===== config.mk =====
export PLATFORM = sky130hd
export DESIGN_NAME = fifo_1r1w_serialize_drain
export DESIGN_NICKNAME = d
export VERILOG_FILES = /design/src/rtl/fifo_1r1w_serialize_drain.sv
export SDC_FILE = /design/constraint.sdc
export NUM_CORES = 1
export LEC_CHECK = 0
export CORE_MARGIN = 4
export CORE_UTILIZATION = 48
export CTS_CLUSTER_DIAMETER = 30
export DETAILED_ROUTE_END_ITERATION = 10
export PLACE_DENSITY = 0.77
export SYNTH_ARGS = -nofsm -noshare
export SYNTH_HDL_FRONTEND = slang
export SYNTH_SLANG_ARGS = --single-unit
export TNS_END_PERCENT = 10

===== constraint.sdc =====
create_clock -name clk_i -period 2.5 [get_ports clk_i]
set_clock_uncertainty 0.2 [all_clocks]
set_input_delay 0.5 -clock clk_i [delete_from_list [all_inputs] [get_ports clk_i]]
set_output_delay 0.5 -clock clk_i [all_outputs]
set_load 0.02 [all_outputs]

===== src/rtl/fifo_1r1w_serialize_drain.sv =====
// Pops wide words from a 1r1w FIFO head and emits them as width_p chunks.
// Define FIFO_SERIALIZE_DRAIN_MSB_FIRST_EN to send the MSB chunk first.
module fifo_1r1w_serialize_drain #(
    parameter int width_p = 8,
    parameter int els_p   = 4
) (
    input  logic                     clk_i,
    input  logic                     reset_i,
    input  logic                     v_i,
    input  logic [width_p*els_p-1:0] data_i,
    output logic                     yumi_o,
    output logic                     v_o,
    output logic [width_p-1:0]       data_o,
    output logic                     last_o,
    input  logic                     ready_i
);

    localparam int cw = (els_p > 1) ? $clog2(els_p) : 1;
    localparam logic [cw-1:0] last_idx = cw'(els_p - 1);

    typedef enum logic {IDLE, SEND} state_t;

    state_t                     state, state_n;
    logic [width_p*els_p-1:0]   word_r, word_n;
    logic [cw-1:0]              cnt_r, cnt_n;
    logic [width_p-1:0]         chunk;
    logic                       send;

    always_ff @(posedge clk_i or posedge reset_i) begin
        if (reset_i) begin
            state  <= IDLE;
            word_r <= '0;
            cnt_r  <= '0;
        end else begin
            state  <= state_n;
            word_r <= word_n;
            cnt_r  <= cnt_n;
        end
    end

    // The final accepted chunk may reload the next word with no bubble.
    always_comb begin
        state_n = state;
        word_n  = word_r;
        cnt_n   = cnt_r;
        yumi_o  = 1'b0;
        unique case (state)
            IDLE: begin
                yumi_o = v_i;
                if (v_i) begin
                    word_n  = data_i;
                    cnt_n   = '0;
                    state_n = SEND;
                end
            end
            SEND: begin
                if (ready_i) begin
                    if (cnt_r == last_idx) begin
                        cnt_n = '0;
                        if (v_i) begin
                            yumi_o = 1'b1;
                            word_n = data_i;
                        end else begin
                            state_n = IDLE;
                        end
                    end else begin
                        cnt_n = cnt_r + 1'b1;
                    end
                end
            end
            default: state_n = IDLE;
        endcase
    end

    always_comb begin
        chunk = '0;
        for (int i = 0; i < els_p; i++) begin
            if (int'(cnt_r) == i) begin
`ifdef FIFO_SERIALIZE_DRAIN_MSB_FIRST_EN
                chunk = word_r[(els_p-1-i)*width_p +: width_p];
`else
                chunk = word_r[i*width_p +: width_p];
`endif
            end
        end
    end

    assign send   = (state == SEND);
    assign v_o    = send;
    assign last_o = send && (cnt_r == last_idx);
    assign data_o = send ? chunk : '0;

endmodule

==> metrics.csv <==
stage;metric;value;unit
status;status;finished with violations;
status;failing checks;negative setup slack;
clock_network;CTS Buf Count;5;
final_layout;filler cell count;293;
timing;final hold violation count;0;
final_layout;multi-input logic area;907;um^2
die;Die Y-Extent;69.3;um
routing;Vias/cell;5.31;
yosys;share of the synthesized area in the top cell type;48.6;%
timing;max_slew headroom;61.3;%
timing;Worst-Margin Slew;580;ps
placed_design;IO buf count;46;
global_routing;vias in the first global route;1362;
yosys;synthesized area;1800;um^2
clock_network;Max Buffers Root-to-Sink;2;
routing;DRT Pass-1 Iters;4;
timing;fmax;0.398;GHz
routing;via count;1249;
final_layout;ant diodes;0;
die;Core Footprint;3630;um^2
placed_design;RD Place Congestion;0.764;
critical_path;CP Class;flip-flop to output pin;
die;Chip Width;69.3;um
power_and_ir_drop;Lkg Pwr;1.18;nW
critical_path;Critical Path RT;1800;ps
routing;drt wl/cell;17.6;um
power_and_ir_drop;Tot Pwr;0.00322;W
yosys;sequential share of the synthesized area;48.6;%
final_layout;Sequential Area;877;um^2
routing;DRC violations left;0;
yosys;count leader, synth;dfrtp_1;
critical_path;Critical Path Max Stage Delay;420;ps
yosys;number of synthesized flops with an enable pin;0;
timing;RSZ-0062 raised after global routing;yes;
timing;hold_ws;315;ps
critical_path;WP buf/inv;3;
clock_network;clock latency on the worst-skew pair;290;ps
global_routing;first-pass GRT wire length;6440;um
final_layout;layout cells sized above 1;43.3;%
min_path;worst hold path type;flip-flop to flip-flop;
clock_network;Root Driver;clkbuf_8;
final_layout;Layout Nets;226;
yosys;Main synth FF type;dfrtp_1;
yosys;Mapped Cells;129;
yosys;Yosys cell types;24;
final_layout;synth-to-layout area growth;38.6;%
routing;initial DRC count;88;
critical_path;crit-path leading delay family;buffers and inverters;
global_routing;All-Layer GR Usage;17.0;%
clock_network;clock slew seen by the registers of the worst setup and hold paths;70;ps
global_routing;total grt overflow;0;
critical_path;nature of the critical path endpoint;output pin;
clock_network;hold buffers post-CTS;0;
critical_path;Crit path arrival time;1810;ps
die;I/O Pins;47;
global_routing;largest net degree at the start of global routing;36;
die;initial core utilization;49.6;%
critical_path;CP max FO;7;
yosys;Synth top cells by count;dfrtp_1, mux2_4, nor2b_1;
placed_design;DP HPWL;2760;um
clock_network;CTS tree;yes;
yosys;synthesis warning total;0;
yosys;top cells by area, synth;dfrtp_1, mux2_4, a221oi_1;
critical_path;Slowest-stage cell, CP;dfrtp_1;
yosys;#FFs+latches synth;35;
timing;setup ws final;-12.0;ps
yosys;Syn Area/Cell;14.0;um^2
power_and_ir_drop;Power Dens Cells;1290;nW/um^2
critical_path;element type at the critical path start;flip-flop;
die;row cnt;22;
timing;minimum clock period after layout;2510;ps
timing;Final period util;100;%
yosys;leading area contributor after synthesis;dfrtp_1;
die;Die ar.;4800;um^2
timing;# setup viols final;1;
clock_network;H-tree lvl count;2;
yosys;Net Count, Synth;169;
critical_path;CP Cell Sequence;inv_2 -> ha_4 -> nor2b_4 -> buf_6 -> a221oi_2 -> o31ai_1 -> buf_2;
clock_network;# clock sinks;35;
power_and_ir_drop;Max VDD drop;924;uV
timing;count of final max-slew check failures;0;
run;Max Cap Violations;0;
global_routing;antenna violations before repair;0;
routing;Detailed Route WL;4140;um
yosys;Synth async-reset ratio;100;%
routing;Final ANT Viol Nets;0;
[registers in the layout, summed over array words and instances, names as in the netlist]
signal / cells
word_r: 32
cnt_r: 2
v_o: 1
[stage by stage]
stage	std cells	util [%]	worst slack, ps	cell area (um^2)	setup TNS (ps)
4_1_cts	229	65.1	-146	2370	-313
3_5_place_dp	221	63.1	-211	2290	-1440
3_3_place_gp	221	63.1	-138	2290	-882
6_report	235	68.8	-12.0	2500	-12.0
2_1_floorplan	129	-	51.6	1800	0
5_1_grt	235	68.8	-72.0	2500	-268
[worst paths after layout]
path	start	endpoint	slack [ps]	depth (start not counted)
worst min-delay path	word_r[27]	word_r[27]	310	1
worst min register to register	word_r[27]	word_r[27]	310	1
min in group asynchronous	reset_i	word_r[8]	420	3
worst max-delay path	cnt_r[0]	data_o[3]	-10	7
max in group asynchronous	reset_i	cnt_r[1]	1340	3
worst max register to register	cnt_r[0]	word_r[21]	160	6
[worst register-to-register path, stage by stage (launching register included)]
cell,delay (ps)
dfrtp_1,420
ha_1,230
buf_4,170
a21boi_1,140
nand2b_2,140
buf_4,480
mux2_2,430
[kinds of logic (layout without fill, tap and decap cells)]
group                      count (synthesis)  in the layout  share of synthesized area [%]
muxes                                     33             33                           26.6
AOI/OAI and AO/OA                         21             21                           9.23
DFF                                       35             35                           48.6
buffers and inverters                     15             73                           6.31
adders and majority gates                  4              4                           2.78
and+or+nand+nor                           21             21                           6.52
[cell type report]
class | count | share of cell area [%]
Multi-Input combinational cell | 79 | 36.3
Sequential cell | 35 | 35.1
Timing Repair Buffer | 60 | 22.1
Clock buffer | 5 | 2.75
Tap cell | 48 | 2.40
Inverter | 5 | 0.751
Clock inverter | 3 | 0.601
[what timing repair did]
action | in CTS | in global routing
hold endpoints to repair | 0 | 0
buffers inserted | 0 | 6
pin swaps | 3 | 6
endpoints found under the setup margin | 10 | 9
resized for setup | 45 | 27
[power breakdown]
group	leakage (nW)	switching [W]	internal (W)
registers	0.416	0.000212	0.000851
logic	0.721	0.000780	0.000984
clock network	0.0477	0.000204	0.000190
[routing by layer]
metal	GRT usage [%]	share of wire, %
met5	0	0
met2	27.5	50
met4	5.86	1.2
met3	5.07	4.2
met1	21.5	45
[cell usage in the layout, fill, tap and decap left out, types with 3 or more instances in the layout]
cell type,netlist,final
a221oi_2,0,7
a32o_1,3,3
buf_2,1,6
buf_4,0,11
buf_6,1,4
clkbuf_8,0,5
clkdlybuf4s50_1,0,36
clkinv_2,0,3
dfrtp_1,35,34
inv_1,5,3
mux2_2,3,3
mux2_4,29,29
nand3_1,7,7
nor2b_1,8,7
o31ai_1,7,5
Power figures use the tool's default switching activity.
